==> src/rtl/mux_lut_array_pkg.sv <==
// Shared definitions for the configurable lookup-cell array: FSM state encoding
// and the truth-table width derivation.
package mux_lut_array_pkg;

  typedef enum logic {
    ST_RUN  = 1'b0,
    ST_LOAD = 1'b1
  } state_e;

  function automatic int tt_width(input int k);
    return 1 << k;
  endfunction

endpackage

==> src/rtl/mux_lut_cell.sv <==
// One K-input lookup cell: a 2^K:1 mux tree built recursively from 2:1 muxes.
// Purely combinational; idx[K-1] steers the top-level mux.
module mux_lut_cell
  import mux_lut_array_pkg::*;
#(
  parameter int K = 2
) (
  input  logic [(1<<K)-1:0] tt,
  input  logic [K-1:0]      idx,
  output logic              y
);

  generate
    if (K == 1) begin : g_leaf
      assign y = idx[0] ? tt[1] : tt[0];
    end else begin : g_node
      localparam int HALF = tt_width(K - 1);
      logic lo_y;
      logic hi_y;

      mux_lut_cell #(.K(K - 1)) u_lo (
        .tt  (tt[HALF-1:0]),
        .idx (idx[K-2:0]),
        .y   (lo_y)
      );

      mux_lut_cell #(.K(K - 1)) u_hi (
        .tt  (tt[2*HALF-1:HALF]),
        .idx (idx[K-2:0]),
        .y   (hi_y)
      );

      assign y = idx[K-1] ? hi_y : lo_y;
    end
  endgenerate

endmodule

==> src/rtl/mux_lut_array.sv <==
// LANES parallel K-input lookup cells sharing one truth table, with registered
// outputs and a serial, MSB-first reload port committing through a shadow register.
module mux_lut_array
  import mux_lut_array_pkg::*;
#(
  parameter int                 K          = 2,
  parameter int                 LANES      = 4,
  parameter logic [(1<<K)-1:0]  DEFAULT_TT = 4'b1001
) (
  input  logic                 clk,
  input  logic                 rst,
  input  logic                 in_valid,
  output logic                 in_ready,
  input  logic [LANES*K-1:0]   in_data,
  output logic                 out_valid,
  output logic [LANES-1:0]     out_data,
  input  logic                 cfg_start,
  input  logic                 cfg_valid,
  input  logic                 cfg_bit,
  output logic                 cfg_busy,
  output logic                 cfg_done
);

  localparam int         TT_W     = tt_width(K);
  localparam logic [K:0] CNT_FULL = (K + 1)'(TT_W);
  localparam logic [K:0] CNT_ONE  = {{K{1'b0}}, 1'b1};

  state_e            state_q,     state_d;
  logic [TT_W-1:0]   tt_q,        tt_d;
  logic [TT_W-1:0]   shadow_q,    shadow_d;
  logic [K:0]        cnt_q,       cnt_d;
  logic              out_valid_q, out_valid_d;
  logic [LANES-1:0]  out_data_q,  out_data_d;
  logic              cfg_busy_q,  cfg_busy_d;
  logic              cfg_done_q,  cfg_done_d;
  logic              in_ready_q,  in_ready_d;

  logic [LANES-1:0]  lut_s;
  logic [TT_W-1:0]   shadow_nxt_s;
  logic [K:0]        cnt_base_s;
  logic [K:0]        cnt_inc_s;

  genvar n;
  generate
    for (n = 0; n < LANES; n++) begin : g_lane
      mux_lut_cell #(.K(K)) u_cell (
        .tt  (tt_q),
        .idx (in_data[n*K +: K]),
        .y   (lut_s[n])
      );
    end
  endgenerate

  // Next-state logic: data path in RUN, serial shift and commit in LOAD.
  always_comb begin
    state_d      = state_q;
    tt_d         = tt_q;
    shadow_d     = shadow_q;
    cnt_d        = cnt_q;
    out_valid_d  = 1'b0;
    out_data_d   = out_data_q;
    cfg_busy_d   = cfg_busy_q;
    cfg_done_d   = 1'b0;
    in_ready_d   = in_ready_q;
    shadow_nxt_s = {shadow_q[TT_W-2:0], cfg_bit};
    cnt_base_s   = cnt_q;
    cnt_inc_s    = cnt_q + CNT_ONE;

    case (state_q)
      ST_RUN: begin
        if (in_valid) begin
          out_valid_d = 1'b1;
          out_data_d  = lut_s;
        end else begin
          out_valid_d = 1'b0;
        end
        if (cfg_start) begin
          state_d    = ST_LOAD;
          cnt_d      = {(K + 1){1'b0}};
          cfg_busy_d = 1'b1;
          in_ready_d = 1'b0;
        end else begin
          in_ready_d = 1'b1;
        end
      end

      ST_LOAD: begin
        // A restart discards collected bits; a same-cycle bit becomes bit one.
        if (cfg_start) begin
          cnt_base_s = {(K + 1){1'b0}};
        end else begin
          cnt_base_s = cnt_q;
        end
        cnt_inc_s = cnt_base_s + CNT_ONE;
        cnt_d     = cnt_base_s;
        if (cfg_valid) begin
          shadow_d = shadow_nxt_s;
          cnt_d    = cnt_inc_s;
          if (cnt_inc_s == CNT_FULL) begin
            tt_d       = shadow_nxt_s;
            state_d    = ST_RUN;
            cfg_done_d = 1'b1;
            cfg_busy_d = 1'b0;
            in_ready_d = 1'b1;
          end else begin
            state_d = ST_LOAD;
          end
        end else begin
          state_d = ST_LOAD;
        end
      end

      default: begin
        state_d    = ST_RUN;
        cfg_busy_d = 1'b0;
        in_ready_d = 1'b1;
      end
    endcase
  end

  // State and output registers with synchronous reset.
  always_ff @(posedge clk) begin
    if (rst) begin
      state_q     <= ST_RUN;
      tt_q        <= DEFAULT_TT;
      shadow_q    <= {TT_W{1'b0}};
      cnt_q       <= {(K + 1){1'b0}};
      out_valid_q <= 1'b0;
      out_data_q  <= {LANES{1'b0}};
      cfg_busy_q  <= 1'b0;
      cfg_done_q  <= 1'b0;
      in_ready_q  <= 1'b1;
    end else begin
      state_q     <= state_d;
      tt_q        <= tt_d;
      shadow_q    <= shadow_d;
      cnt_q       <= cnt_d;
      out_valid_q <= out_valid_d;
      out_data_q  <= out_data_d;
      cfg_busy_q  <= cfg_busy_d;
      cfg_done_q  <= cfg_done_d;
      in_ready_q  <= in_ready_d;
    end
  end

  assign in_ready  = in_ready_q;
  assign out_valid = out_valid_q;
  assign out_data  = out_data_q;
  assign cfg_busy  = cfg_busy_q;
  assign cfg_done  = cfg_done_q;

endmodule
==> config.mk <==
export PLATFORM = sky130hd
export DESIGN_NAME = mux_lut_array
export DESIGN_NICKNAME = d
export VERILOG_FILES = /design/src/rtl/mux_lut_array_pkg.sv /design/src/rtl/mux_lut_cell.sv /design/src/rtl/mux_lut_array.sv
export SDC_FILE = /design/constraint.sdc
export NUM_CORES = 1
export LEC_CHECK = 0
export ABC_AREA = 1
export BUFFER_PORTS_ARGS = -buffer_cell sky130_fd_sc_hd__clkbuf_2
export CORE_MARGIN = 5
export CORE_UTILIZATION = 45
export CTS_CLUSTER_SIZE = 14
export DETAILED_ROUTE_END_ITERATION = 10
export GPL_TIMING_DRIVEN = 0
export PLACE_DENSITY_LB_ADDON = 0.2
export SKIP_LAST_GASP = 1
export SLEW_MARGIN = 25
export SYNTH_ARGS = -nofsm -noshare
export SYNTH_HDL_FRONTEND = slang
export SYNTH_SLANG_ARGS = --single-unit
==> constraint.sdc <==
create_clock -name clk -period 2 [get_ports clk]
set_input_delay 0 -clock clk [delete_from_list [all_inputs] [get_ports clk]]
set_output_delay 0 -clock clk [all_outputs]
set_load 0.03 [all_outputs]
After elaboration in Yosys (flattened, before gate mapping)
Index checks and enable logic that the tools add are counted.

Register bits: 19. Bits of input ports: 14. Output and inout port bits: 8. Logic and storage cells: 53.

Add/sub/neg operators: 1. Eq/ne operators: 4. Mux-type cells: 30. Bitwise gates (word level): 2. Reduce and logical (&&, ||, !) cells: 7.

Operators by type and width (number): two-way mux 1 bit (23); two-way mux 3 bit (3); one-hot mux 1 bit (2 select lines) (3); one-hot mux 3 bit (2 select lines) (1); AND reduction 2 bit (3); AND reduction 3 bit (2); != test 2 bit, second input constant (2); adder 3 x 1 -> 3 bit, second input constant (1); equality test 3 bit, second input constant (1); OR reduction 3 bit (1); != test 2 x 1 -> 1 bit, second input constant (1); inverter 1 bit (2); OR reduction 2 bit (1).

Logic depth before layout (Yosys ltp)
Gate-level depths: netlist of run 1.

Word-level depth: 7. Mapped depth: 8. Gate-level depth less buffers: 8.

By module
Synthesis of run 1 repeated with hierarchy kept, for this count alone.

Cell total of the unflattened synthesis: 154. Area total of the unflattened synthesis: 942.2 um2.

By module, submodules not included: mux_lut_array (times used 1, cells each 106, area each 762.0 um2, seq. area each 380.4 um2); mux_lut_cell (times used 12, cells each 4, area each 15.0 um2, seq. area each 0.0 um2).

Worst setup path after synthesis of run 1
OpenSTA, ideal clock, no wires.

Path type: register to register. Start: reg cnt_q[0]. End: reg tt_q[1]. Library setup time: 70 ps. Data arrival time: 1165 ps. Setup slack: 765 ps. Cell stages (with the launch flop): 9. Clock period less this slack: 1235 ps. Path through: dfxtp_1 -> inv_1 -> nor2_1 -> ha_1 -> ha_1 -> inv_1 -> nor2_2 -> nand2_1 -> a21oi_1.

Word-level cells in the longest chain between the ends: 5.

Ends and longest elaborated chain: start: declaration (RTL line mux_lut_array.sv:31) `logic [K:0] cnt_q, cnt_d;`; start signal: assignment (RTL line mux_lut_array.sv:127) `cnt_q <= {(K + 1){1'b0}};`; start signal: assignment (RTL line mux_lut_array.sv:137) `cnt_q <= cnt_d;`; two-way mux 3 bit; two-way mux 3 bit (RTL line mux_lut_array.sv:69) `case (state_q)`; adder 3 x 1 -> 3 bit (RTL line mux_lut_array.sv:94) `cnt_inc_s = cnt_base_s + CNT_ONE;`; equality test 3 bit (RTL line mux_lut_array.sv:99) `if (cnt_inc_s == CNT_FULL) begin`; AND reduction 3 bit (no source line); end signal: assignment (RTL line mux_lut_array.sv:135) `tt_q <= tt_d;`; end: declaration (RTL line mux_lut_array.sv:29) `logic [TT_W-1:0] tt_q, tt_d;`.

No other way between the ends. The select of a mux whose other input is x is not followed. A chain may end at the register's enable or synchronous reset.

Worst setup path in the final report of run 1
Same ends and word-level chain as after synthesis.

==> flow_summary.yaml, run 1 <==
finish:
  num-nets-final: 168
  postLayoutCoreUtil_pct: 59.57
  fin_area_um2: 1051
  final_cells: 175
  area_delta_synth_final_pct: 24.08
  diodes: 0
  drive_above_1_share_pct: 20.67
  fillers: 183
die:
  die-height_um: 53.39
  ios: 22
  die_area_um2: 2850
  dieWidth_um: 53.39
  coreArea_um2: 1764
  row_count: 15
  start_util_pct: 48.01
logic_synthesis:
  synth_top_area_share_pct: 44.90
  ys_seq_area_share_pct: 44.90
  ys_warn_count: 0
  yosysUniqueCellTypes: 14
  synth_nets: 138
  yosysTopAreaCell: "dfxtp_1"
  avgSynthCellArea_um2: 7.001
  syn_inst: 121
  yosys-top-cells-area: "dfxtp_1 (45%), nand2_1 (12%), inv_1 (7.5%)"
  ys_ff_latch: 19
  synthesis.area_um2: 847.1
worst_setup_path:
  critPathLaunchType: "flop"
  crit_fanout: 4
  critical_path.cell_chain: "inv_1, nor2_1, ha_1, ha_1, inv_1, nor2_2, nand2_1, a21oi_1"
  worstPathRequired_ns: 2.24
  path_class: "flop to flop"
  critical_path.max_stage_delay_ns: 0.32
  arrival_ns: 1.60
  worst_path_max_delay_cell: "dfxtp_1"
  end_kind: "flop"
cts:
  numCtsBuffers: 3
  cts-root-buf: "clkbuf_4"
  clk_pin_slew_worst_paths_ns: 0.10
  clockBufferDepth: 2
  htree_levels: 1
  clock_latency_ns: 0.30
  cts_tree: "done"
  cts_num_sinks: 19
timing:
  fin_crit_ns: 1.356
  relSlewSlack_pct: 72.88
  rsz0062_at_grt: "false"
  setup_viol: 0
  drv_slew: 0
  fmax_ghz: 0.7372
  period_share_pct: 67.82
  setup-tns-final_ns: 0
  finClkSkew_ns: 0.001802
  worst_pin_slew_ns: 0.4054
  finalHoldWorstSlack_ns: 0.007113
  hold_violations: 0
global_route:
  grt_pass1_wl_um: 3105
  grt_pass1_vias: 735
  grt_max_degree: 12
  antenna_found_initial: 0
  grt_overflow: 0
  track_usage_pct: 15.35
placed_design:
  gp_congestion: 0.7292
  portBuffers: 21
  postPlaceCellArea_um2: 983.4
  place_inst: 167
  place_hpwl_um: 1339
routing:
  vias: 830
  vias_per_cell: 4.743
  first_iter_violations: 29
  avgRoutedWirePerCell_um: 10.23
  drc: 0
  wl_um: 1791
  ant_nets: 0
  drt_pass1_iterations: 4
power_and_ir_drop:
  peakVddDrop_uv: 581.2
  power_density_nw_per_um2: 676.0
  leakage_uw: 0.0005433
worst_hold_path:
  hp-class: "input port to flop"
flow_run:
  max_cap_violations: 0
status:
  status: "complete, no violations"
[registers in the layout, summed over array words and instances, names as in the netlist]
signal and flops:
shadow_q 3, out_data 4, tt_q 4, out_valid 1, in_ready 1, cfg_busy 1
cnt_q 3, cfg_done 1, state_q 1
[path summary, 6_finish.rpt]
| path | startpoint | to | slack, ns | depth (start not counted) |
|---|---|---|---|---|
| worst max register to register | cnt_q[0]$_SDFF_PP0_ | tt_q[1]$_SDFFE_PP0P_ | 0.64 | 8 |
| worst min register to register | shadow_q[2]$_SDFFE_PP0P_ | shadow_q[2]$_SDFFE_PP0P_ | 0.49 | 2 |
| worst min-delay path | in_data[1] | out_data[0]$_SDFFE_PP0P_ | 0.007 | 4 |
| worst max-delay path | cnt_q[0]$_SDFF_PP0_ | tt_q[1]$_SDFFE_PP0P_ | 0.64 | 8 |
[power by group]
| part | internal (uW) | switching, uW |
|---|---|---|
| Combinational | 41.9 | 71.1 |
| Clock | 74.6 | 116 |
| Sequential | 397 | 10.0 |
[routing by layer]
metal | share of wire [%] | track usage [%] | vias up
met5 | 0 | 0 | -
met4 | 1.7 | 6.383 | 0
met3 | 6.2 | 5.352 | 5
met2 | 47 | 25.10 | 19
met1 | 45 | 17.95 | 360
li1 | - | - | 446
[cells in the mapped netlist]
cell,count
o21ai_0,11
inv_1,17
a21oi_1,9
dfxtp_1,19
nor2_2,1
nand3_1,10
nand2_2,2
o211ai_2,1
nor3_1,2
buf_2,1
nand2_1,28
inv_2,1
ha_1,3
nor2_1,16
[through the flow]
| step | power [uW] | setup WS (ns) |
|---|---|---|
| 2_1_floorplan | 482.9 | 0.7652 |
| 3_3_place_gp | 518.5 | 0.6796 |
| 3_5_place_dp | 522.7 | 0.6500 |
| 4_1_cts | 719.0 | 0.6240 |
| 5_1_grt | 751.7 | 0.5373 |
| 6_report | 710.5 | 0.6436 |
[layout make-up]
| cell class | instances | area, um^2 | share of cell area, % |
|---|---|---|---|
| plain buffers | 1 | 5.005 | 0.4762 |
| clock buffers | 3 | 22.52 | 2.143 |
| clock inverters | 1 | 5.005 | 0.4762 |
| inverters | 18 | 67.56 | 6.429 |
| multi-input cells | 83 | 394.1 | 37.50 |
| flip-flops and latches | 19 | 380.4 | 36.19 |
| well taps | 25 | 31.28 | 2.976 |
| repair buffers | 25 | 145.1 | 13.81 |
[worst max-delay path: cells and delay by family (launching register included)]
family / cells / cell delay, ns
compound gates: 1 / 0.13
simple gates: 3 / 0.37
fa+ha+maj: 2 / 0.39
buf+inv: 2 / 0.08
flops: 1 / 0.32
[cell families after synthesis]
kind of cell    share of synthesized area, %
simple gates                           28.80
fa+ha+maj                              4.432
compound gates                         13.29
flops                                  44.90
buf+inv                                8.566
[placed cells by master, fill, tap and decap left out, drive strengths merged]
cell / n
nor2: 17
nor3: 2
ha: 3
dlygate4sd3: 4
a21oi: 9
inv: 18
nand3: 10
nand2: 30
o211ai: 1
o21ai: 11
buf: 1
clkinv: 1
clkbuf: 24
dfxtp: 19
[timing repair]
item,4_1_cts,5_1_grt
setup buffers,0,0
hold buffers,4,0
endpoints found under the hold margin,6,0
resized for setup,0,0
(Power assumes the default switching activity.)
==> run 2, diff against run 1 <==
Settings changed: ABC_AREA 1 to 0.
Clock period 2 ns to 1.25 ns, I/O delays scaled along.
==> run 2 against run 1 <==
The flow now finishes with violations (setup timing). Register-to-register slack worse by 0.69 ns. Wire length is 8.8% lower. Non-clock buffer count is 4 higher. Flip-flop and latch count stayed put. Die area is 2.0% lower. Utilization is 4.4 points higher. Critical path type unchanged. Largest power group unchanged.
==> flow_summary.yaml, run 2 <==
status:
  status: "complete, but fails checks"
  violations: "setup timing"
routing:
  first_iter_violations: 8
  vias_per_cell: 4.992
  drc: 0
  wl_um: 1633
  avgRoutedWirePerCell_um: 12.37
  ant_nets: 0
  drt_pass1_iterations: 4
  vias: 659
global_route:
  track_usage_pct: 12.91
  grt_overflow: 0
  grt_pass1_vias: 620
  grt_max_degree: 11
  antenna_found_initial: 0
  grt_pass1_wl_um: 2628
logic_synthesis:
  synth_top_area_share_pct: 46.06
  avgSynthCellArea_um2: 10.87
  ys_top_cells_by_count: "dfxtp_1 (19), nor2_1 (9), a21oi_1 (5), nand3_1 (5)"
  synthesis.area_um2: 825.8
  yosysUniqueCellTypes: 25
  yosys-top-cells-area: "dfxtp_1 (46%), mux4_2 (11%), ha_1 (4.5%)"
  synth_ff_type: "dfxtp_1"
  yosysTopAreaCell: "dfxtp_1"
  synth_edf_count: 0
  ys_seq_area_share_pct: 46.06
  syn_inst: 76
  synth.most_common_cell: "dfxtp_1"
  ys_ff_latch: 19
  ys_warn_count: 0
  synth_nets: 93
  ys_async_sr_fraction_pct: 0
worst_setup_path:
  arrival_ns: 1.49
  worstReg2RegStart: "cnt_q[0]$_SDFF_PP0_"
  rrSetupSlack_ns: -0.05
  path_class: "flop to flop"
  r2r_cells: 6
  crit_fanout: 7
  end_kind: "flop"
  reg2reg_to: "tt_q[0]$_SDFFE_PP1P_"
  critPathLaunchType: "flop"
  worstPathRequired_ns: 1.44
worst_hold_path:
  min_from: "cfg_valid"
  whs_path_depth: 3
  hp-class: "input port to flop"
  min_to: "cnt_q[1]$_SDFF_PP0_"
die:
  dieWidth_um: 52.84
  row_count: 15
  coreArea_um2: 1727
  start_util_pct: 47.83
  die-height_um: 52.84
  ios: 22
  die_area_um2: 2792
finish:
  fillers: 158
  diodes: 0
  final_cells: 132
  num-nets-final: 125
  area_delta_synth_final_pct: 33.79
  drive_above_1_share_pct: 44.86
  layout_commonest_cell: "clkbuf_2"
  final_cell_mix: "clkbuf_2 (20), dfxtp_1 (17), nor2_1 (8), buf_4 (5), nand3_1 (5)"
cts:
  htree_levels: 1
  clockBufferDepth: 2
  cts-root-buf: "clkbuf_4"
  numCtsBuffers: 3
  clk_pin_slew_worst_paths_ns: 0.11
  cts_tree: "done"
  cts_num_sinks: 19
  clock_latency_ns: 0.29
timing:
  period_share_pct: 103.7
  finalHoldWorstSlack_ns: 0.03466
  setup_ws_ns: -0.04588
  rsz0062_at_grt: "true"
  fin_crit_ns: 1.296
  hold_violations: 0
  fmax_ghz: 0.7717
  finClkSkew_ns: 0.003837
  setup_viol: 4
  worst_pin_slew_ns: 0.4392
  drv_slew: 0
  relSlewSlack_pct: 70.72
placed_design:
  gp_congestion: 0.7584
  place_hpwl_um: 1223
  pre_cts_slack_ns: -0.08182
  portBuffers: 20
  place_inst: 121
power_and_ir_drop:
  power_density_nw_per_um2: 1017
  leakage_uw: 0.0004641
  total_power_uw: 1124
  peakVddDrop_uv: 484.8
flow_run:
  max_cap_violations: 0
==> run 2: worst max path at each step <==
stage                                   start                    to  cells after the start
after CTS                 cnt_q[1]$_SDFF_PP0_    state_q$_SDFF_PP0_                      7
after detailed placement  cnt_q[1]$_SDFF_PP0_  tt_q[0]$_SDFFE_PP1P_                      5
final                     cnt_q[0]$_SDFF_PP0_  tt_q[0]$_SDFFE_PP1P_                      6
after global routing      cnt_q[0]$_SDFF_PP0_  tt_q[3]$_SDFFE_PP1P_                      5
after global placement    cnt_q[1]$_SDFF_PP0_  tt_q[3]$_SDFFE_PP1P_                      5
after floorplan           cnt_q[1]$_SDFF_PP0_  tt_q[0]$_SDFFE_PP1P_                      6
==> run 2: cell type report <==
| class | count | area, um^2 | share of cell area, % |
|---|---|---|---|
| Tap cell | 25 | 31.28 | 2.831 |
| Timing Repair Buffer | 27 | 163.9 | 14.84 |
| Sequential cell | 19 | 382.9 | 34.65 |
| Multi-Input combinational cell | 51 | 470.5 | 42.58 |
| Inverter | 3 | 11.26 | 1.019 |
| Clock buffer | 4 | 26.28 | 2.378 |
| Buffer | 3 | 18.77 | 1.699 |
==> run 2: worst max-delay path, cell delays in order, from the launching register on <==
cell and delay [ns]:
dfxtp_2 0.33, nor2b_4 0.13, ha_4 0.17, ha_4 0.16, nand3_4 0.10, nor2_2 0.05
a211o_1 0.26
==> run 2: power by group <==
part	internal (uW)	total [uW]	switching (uW)	leakage [uW]
sequential	627	639	11.3	0.000156
combinational	79.6	177	97.0	0.000293
clock	124	309	185	0.0000150
total	831	1120	293	0.000464
==> run 2: per-layer routing <==
| metal | GRT usage, % | vias up | share of wire, % |
|---|---|---|---|
| met5 | 0 | - | 0 |
| met4 | 6.383 | 0 | 1.3 |
| met3 | 2.849 | 2 | 4.0 |
| met2 | 20.87 | 13 | 48 |
| met1 | 15.97 | 314 | 47 |
| li1 | - | 330 | - |
==> run 2: cell families (layout without fill, tap and decap cells) <==
| family | after synthesis | after routing | synth area share [%] |
|---|---|---|---|
| mux | 7 | 7 | 14.70 |
| compound gates | 15 | 15 | 12.88 |
| fa+ha+maj | 3 | 3 | 4.546 |
| simple gates | 25 | 25 | 17.12 |
| flops | 19 | 19 | 46.06 |
| xor+xnor | 1 | 1 | 1.061 |
| buf+inv | 6 | 37 | 3.635 |
==> run 2: repair_timing <==
item / in CTS / in global routing
pin swaps: 3 / 5
hold endpoints to repair: 3 / 1
resized for setup: 3 / 6
endpoints found under the setup margin: 6 / 8
hold buffers: 2 / 1
setup buffers: 3 / 1
==> run 2: through the flow <==
step | TNS, ns | utilization [%] | area (um^2)
after CTS | -0.1725 | 61.96 | 1070
after global routing | -0.5770 | 63.99 | 1105
after global placement | -0.05955 | 57.46 | 992.2
after detailed placement | -0.1623 | 57.46 | 992.2
after floorplan | 0 | - | 860.8
final | -0.1009 | 63.99 | 1105
